$ cat src/rtl/rv0_fcsr.sv
// Floating-point CSR block: fflags/frm/fcsr access with a fixed one-cycle response,
// flag accrual from the FP ALU and mstatus.FS state tracking.
module rv0_fcsr (
  input  logic        clk_i,
  input  logic        rst_ni,
  input  logic        csr_req_i,
  input  logic [11:0] csr_addr_i,
  input  logic [1:0]  csr_op_i,
  input  logic [31:0] csr_wdata_i,
  output logic        csr_ready_o,
  output logic        csr_ack_o,
  output logic [31:0] csr_rdata_o,
  output logic        csr_err_o,
  input  logic        fflags_valid_i,
  input  logic [4:0]  fflags_i,
  input  logic        fpr_we_i,
  input  logic        fs_wr_i,
  input  logic [1:0]  fs_wdata_i,
  output logic [2:0]  frm_o,
  output logic        frm_invalid_o,
  output logic [1:0]  fs_o
);

  localparam logic [0:0]  IDLE        = 1'b0;
  localparam logic [0:0]  RESP        = 1'b1;
  localparam logic [11:0] ADDR_FFLAGS = 12'h001;
  localparam logic [11:0] ADDR_FRM    = 12'h002;
  localparam logic [11:0] ADDR_FCSR   = 12'h003;
  localparam logic [1:0]  OP_RD       = 2'b00;
  localparam logic [1:0]  OP_RW       = 2'b01;
  localparam logic [1:0]  OP_RS       = 2'b10;
  localparam logic [1:0]  FS_OFF      = 2'b00;
  localparam logic [1:0]  FS_INIT     = 2'b01;
  localparam logic [1:0]  FS_DIRTY    = 2'b11;

  function automatic logic [31:0] csr_update(input logic [1:0] op, input logic [31:0] old,
                                             input logic [31:0] wdata);
    case (op)
      OP_RW:   csr_update = wdata;
      OP_RS:   csr_update = old | wdata;
      OP_RD:   csr_update = old;
      default: csr_update = old & ~wdata;
    endcase
  endfunction

  logic [0:0]  state;
  logic [4:0]  fflags, fflags_nxt;
  logic [2:0]  frm, frm_nxt;
  logic [1:0]  fs, fs_nxt;
  logic        ack_p1, err_p1;
  logic [31:0] rdata_p1;
  logic [31:0] old_val, wr_val;
  logic        addr_ok, fs_off, accept, fault, do_write, accrue;
  logic        unused_wr_hi;

  always_comb begin
    old_val = '0;
    addr_ok = 1'b1;
    case (csr_addr_i)
      ADDR_FFLAGS: old_val = {27'b0, fflags};
      ADDR_FRM:    old_val = {29'b0, frm};
      ADDR_FCSR:   old_val = {24'b0, frm, fflags};
      default:     addr_ok = 1'b0;
    endcase
  end

  assign fs_off       = (fs == FS_OFF);
  assign accept       = (state == IDLE) && csr_req_i;
  assign fault        = !addr_ok || fs_off;
  assign do_write     = accept && !fault && (csr_op_i != OP_RD);
  assign accrue       = fflags_valid_i && !fs_off;
  assign wr_val       = csr_update(csr_op_i, old_val, csr_wdata_i);
  // Fields are at most 8 bits wide; the upper write result is deliberately dropped.
  assign unused_wr_hi = ^wr_val[31:8];

  always_comb begin
    fflags_nxt = fflags;
    frm_nxt    = frm;
    if (do_write) begin
      case (csr_addr_i)
        ADDR_FFLAGS: fflags_nxt = wr_val[4:0];
        ADDR_FRM:    frm_nxt    = wr_val[2:0];
        ADDR_FCSR:   {frm_nxt, fflags_nxt} = wr_val[7:0];
        default:     ;
      endcase
    end
    // Accrued flags are OR-ed after the CSR write so they survive a same-edge clear.
    if (accrue) fflags_nxt = fflags_nxt | fflags_i;
    fs_nxt = fs;
    if (fs_wr_i)
      fs_nxt = fs_wdata_i;
    else if (do_write || (accrue && (fflags_i != 5'b0)) || (fpr_we_i && !fs_off))
      fs_nxt = FS_DIRTY;
  end

  // Stage p1: response registers, one cycle after acceptance
  always_ff @(posedge clk_i or negedge rst_ni) begin
    if (!rst_ni) begin
      state    <= IDLE;
      fflags   <= '0;
      frm      <= '0;
      fs       <= FS_INIT;
      ack_p1   <= 1'b0;
      err_p1   <= 1'b0;
      rdata_p1 <= '0;
    end else begin
      state    <= accept ? RESP : IDLE;
      fflags   <= fflags_nxt;
      frm      <= frm_nxt;
      fs       <= fs_nxt;
      ack_p1   <= accept;
      err_p1   <= accept && fault;
      rdata_p1 <= (accept && !fault) ? old_val : '0;
    end
  end

  assign csr_ready_o   = (state == IDLE);
  assign csr_ack_o     = ack_p1;
  assign csr_err_o     = err_p1;
  assign csr_rdata_o   = rdata_p1;
  assign frm_o         = frm;
  assign frm_invalid_o = frm[2] & (frm[1] | frm[0]);
  assign fs_o          = fs;

endmodule
$ cat config.mk
export PLATFORM = sky130hd
export DESIGN_NAME = rv0_fcsr
export DESIGN_NICKNAME = d
export VERILOG_FILES = /design/src/rtl/rv0_fcsr.sv
export SDC_FILE = /design/constraint.sdc
export NUM_CORES = 1
export LEC_CHECK = 0
export CORE_AREA = 4 4 66 68
export DETAILED_ROUTE_END_ITERATION = 10
export DIE_AREA = 0 0 70 72
export PLACE_DENSITY = 0.84
export SLEW_MARGIN = 20
export SYNTH_ARGS = -nofsm -noshare
export SYNTH_HDL_FRONTEND = slang
export SYNTH_SLANG_ARGS = --single-unit
$ cat constraint.sdc
create_clock -name clk_i -period 2.9 [get_ports clk_i]
set_clock_uncertainty 0.1 [all_clocks]
set_input_delay 0.725 -clock clk_i [delete_from_list [all_inputs] [get_ports clk_i]]
set_output_delay 0.725 -clock clk_i [all_outputs]
set_load 0.1 [all_outputs]
Word level (Yosys, flattened, before mapping). Cells that the tools add are included.

Word-level logic and storage cells: 52. Input port bits: 59. Register bits: 45. Output and inout port bits: 41.

Bitwise operators: 7. Reduce and logical (&&, ||, !) cells: 22. Muxes and demuxes: 11. Equality and inequality tests: 5.

Operator list (number): 8-bit one-hot mux with 3 select lines (2); 32-bit 2-to-1 mux (1); 12-bit by 2-bit == test with 1-bit output, second input constant (2); 5-bit 2-to-1 mux (3); 12-bit by 1-bit == test with 1-bit output, second input constant (1); 8-bit bitwise AND (1); 8-bit inverter (1); 8-bit bitwise OR (1); 1-bit logical AND (7); 3-bit one-hot mux with 2 select lines (1); 2-bit nonzero test (3); 5-bit bitwise OR (1); 5-bit nonzero test (1); 2-bit logical NOT (2); 2-bit 2-to-1 mux (2); 1-bit logical NOT (3); 1-bit logical OR (3); 3-bit OR reduction (1); 2-bit by 1-bit == test with 1-bit output, second input constant (1); 2-bit == test, second input constant (1); 1-bit 2-to-1 mux (2); 2-bit AND reduction (1); 2-bit OR reduction (1); 1-bit bitwise AND (1); 2 further kinds (2).

Depth between registers and ports, before layout. Gate-level depths: netlist of run 1.

Word-level depth: 12. Gate-level depth with buffers: 8. Gate-level depth less buffers: 7.

Worst setup path before layout of run 1. No wires, ideal clock.

Path kind: reg-to-reg. From: register csr_ack_o (netlist name). To: register fflags[0]. Path buffers: 1. Period minus slack after synthesis: 3.082 ns. Arrival time: 2.856 ns. Data required time: 2.674 ns. Setup slack: -0.182 ns. Stages on the path, launching flop included: 8. Setup time: 0.126 ns. Cell sequence: dfrtp_1 -> inv_1 -> nand2_1 -> inv_1 -> o221ai_1 -> or3_1 -> buf_6 -> a221o_1.

RTL lines: to (signal assigned) (RTL line 108) `fflags <= fflags_nxt;`; to (decl) (RTL line 47) `logic [4:0] fflags, fflags_nxt;`.

Worst setup path after layout of run 1.
From: input port csr_addr_i[11]. To: register fflags[2].

Word-level cells in the longest chain between the ends: 11. Elaborated cells on any way between the ends: 19. Those cells by class: 3 x eq/ne; 6 x mux; 3 x bitwise; 7 x reduce/logical.

Ends and longest elaborated chain: from (decl) (RTL line 7) `input logic [11:0] csr_addr_i,`; parallel branches: the longest is 8 deep, another holds 12-bit by 2-bit == test with 1-bit output; 5-bit 2-to-1 mux (*) (RTL line 79) `if (do_write) begin`; 5-bit bitwise OR (RTL line 88) `if (accrue) fflags_nxt = fflags_nxt | fflags_i;`; 5-bit 2-to-1 mux (*) (RTL line 88); net fflags_nxt[2] (RTL line 47).

Mark *: on every way through the listed nets, which the timed path passes. A chain may end at the register's enable or synchronous reset.

==> flow_metrics.env, run 1 <==
export IMPL_status="finished, final reports clean"
export IMPL_synth_flop_cell="dfrtp_1"
export IMPL_root_buffer="clkbuf_8"
export IMPL_clk_pin_slew_ps=70
export IMPL_total_power_mw=0.855
export IMPL_path_delay_family="simple AND/OR/NAND/NOR gates"
export IMPL_synth_avg_cell_area_um2=9.31
export IMPL_synth_mux_area_share_pct=0
export IMPL_hpwl_um=2600
export IMPL_clkPwrFrac_pct=31.7
export IMPL_ios=100
export IMPL_cp_end_kind="flop"
export IMPL_worstMarginPinSlew_ps=639
export IMPL_max_freq_ghz=0.392
export IMPL_cp_data_arrival_time_ps=2600
export IMPL_cts_buffers=3
export IMPL_finalHoldViolations=0
export IMPL_finalCoreUtilization_pct=49.1
export IMPL_cellPowerDensity_nw_per_um2=452
export IMPL_internal_power_mw=0.538
export IMPL_hp_class="flop to flop"
export IMPL_grt_pass1_wl_um=4940
export IMPL_critPathMaxFanout=10
export IMPL_die_w_um=70
export IMPL_worstSkewPairLatency_ps=260
export IMPL_slew_viol_final=0
export IMPL_overflow=0
export IMPL_worst_slew_margin_rel_pct=57.3
export IMPL_grt_start_max_net_pins=17
export IMPL_synth_top_family_by_area="compound AO/OA/AOI/OAI gates"
export IMPL_syn_area_um2=1370
export IMPL_crit_type="input port to flop"
export IMPL_grt_total_usage_pct=12.1
export IMPL_nets=261
export IMPL_synth_compound_area_share_pct=22.2
export IMPL_numPortBuffers=51
export IMPL_path_buf_inv=1
export IMPL_cts_tree="yes"
export IMPL_cts_setup_buffers=0
export IMPL_power_leakage_nw=0.785
export IMPL_ys_ff_latch=20
export IMPL_post_cts_resized=0
export IMPL_synthAdderAreaFrac_pct=0
export IMPL_ys_warn_count=0
export IMPL_rows=23
export IMPL_path_cells="clkdlybuf4s50_1 -> nor4_4 -> nand3_4 -> or3_1 -> a221o_1"
export IMPL_sw_frac_of_total_pct=37.1
export IMPL_synth_top_area_cell="dfrtp_1"
export IMPL_mostFrequentLayoutCells="34 x clkdlybuf4s50_1, 24 x conb_1, 22 x buf_4"
export IMPL_synthSimpleGateAreaFrac_pct=21.1
export IMPL_peakVddDrop_mv=0.195
export IMPL_ant_nets=0
export IMPL_grt_antenna_before_repair=0
export IMPL_syn2layout_area_growth_pct=38.3
export IMPL_grt_setup_unrepaired="no"
export IMPL_critPathSlowestCell="or3_1"
export IMPL_core_um2=3860
export IMPL_synth_xor_area_share_pct=3.84
export IMPL_synthCells=147
export IMPL_mostFrequentLayoutCell="clkdlybuf4s50_1"
export IMPL_die_y_um=72
export IMPL_synthTopCellsByArea="dfrtp_1 35%, buf_4 13%, nand2b_1 3.7%, o21ai_0 3.7%, a221oi_2 3.3%"
export IMPL_vias=1215
export IMPL_synth_edf_count=0
export IMPL_drc=0
export IMPL_die_area_um2=5040
export IMPL_cp_start_kind="input port"
export IMPL_n_fill_cell=379
export IMPL_tns_ps=0
export IMPL_firstDrtPassIters=4
export IMPL_synthArstFlopShare_pct=100
export IMPL_place_congestion=0.946
export IMPL_setup_viol=0
export IMPL_critical_path_max_stage_delay_ps=520
export IMPL_max_cap_viol_count=0
export IMPL_htree_num_levels=1
export IMPL_p_switching_mw=0.317
export IMPL_hold_buffers=0
export IMPL_routedWlPerCell_um=12.3
export IMPL_cp_required_ps=2940
export IMPL_synth_cell_types=35
export IMPL_layout_drive_gt1_share_pct=17.4
export IMPL_routed_via_density=4.84
export IMPL_synth_top_area_share_pct=34.7
export IMPL_drt_iter0_drc=47
export IMPL_pwr_share_seq_pct=33.7
export IMPL_cts_path_max_buffers=2
export IMPL_p_comb_share_pct=34.7
export IMPL_grt_pass1_vias=1134
export IMPL_finalWorstPathRequiredPeriod_ps=2550
export IMPL_antenna_cells=0
export IMPL_period_share_pct=88.0
export IMPL_start_util_pct=35.5
export IMPL_clock_sinks=20
export IMPL_drt_total_wl_um=3090
export IMPL_ys_seq_area_share_pct=36.7
==> logic make-up after synthesis <==
family / Yosys count
other: 1
buffers and inverters: 32
AO/OA/AOI/OAI: 42
AND/OR/NAND/NOR: 46
flip-flops: 20
XOR/XNOR: 6
==> per-layer routing <==
metal  up-vias  routed length [um]  track usage, %
met3         9                 308            2.22
met4         0                  99            7.87
li1        591                   -               -
met5         -                   0               0
met2        68                1440            20.6
met1       547                1240            14.2
==> area by class of cell <==
cell class | count | area (um^2) | share of cell area [%]
flip-flops and latches | 20 | 503 | 26.6
multi-input cells | 118 | 736 | 38.9
repair buffers | 56 | 505 | 26.7
inverters | 3 | 15.0 | 0.793
clock inverters | 1 | 30.0 | 1.59
well taps | 50 | 62.6 | 3.30
clock buffers | 3 | 41.3 | 2.18
==> power by group through the flow <==
stage	Combinational, mW	Sequential (mW)	Clock [mW]
after floorplan	0.211	0.322	0
after global placement	0.294	0.293	0
after detailed placement	0.296	0.293	0
after CTS	0.297	0.288	0.276
after global routing	0.309	0.288	0.286
final	0.296	0.288	0.271
==> state kept, by name, indices dropped and copies added (netlist names) <==
name and cells:
csr_rdata_o 8, fflags 5, frm_o 3, fs_o 2
csr_ack_o 1, csr_err_o 1
==> worst paths after layout <==
check	startpoint	endpoint	slack [ps]	cells past startpoint
worst max-delay path	csr_addr_i[11]	fflags[2]	350	5
worst min-delay path	fflags[3]	csr_rdata_o[3]	410	1
worst max register to register	csr_ack_o	fflags[2]	840	6
worst min register to register	fflags[3]	csr_rdata_o[3]	410	1
max in group asynchronous	rst_ni	fs_o[0]	1330	2
min in group asynchronous	rst_ni	csr_err_o	760	1
==> through the flow <==
step                std cells  worst slack (ps)  hold slack [ps]  cell area (um^2)
floorplan                 170               277              329              1460
global placement          247              96.2              398              1820
detailed placement        247              77.8              398              1820
CTS                       251               347              414              1890
global route              251               228              432              1890
finish                    251               348              411              1890
==> synth_stat cells, drive strengths merged (3+ instances only) <==
cell type and number:
a21oi 8, nor2 7, buf 25, dfrtp 19, inv 3, xnor2 5
a221o 3, o211ai 3, a22oi 5, a221oi 3, nand2b 8, or4 3
nor4 4, o21ai 10, nand2 10, a211oi 3, and2 3, clkbuf 4
Power figures use the tool's default switching activity.
==> inputs of run 2 (changes only) <==
Settings changed: CTS_CLUSTER_SIZE set to 28.
==> results of run 2 <==
The final DEF is identical to that of run 1; final timing and power are the same.
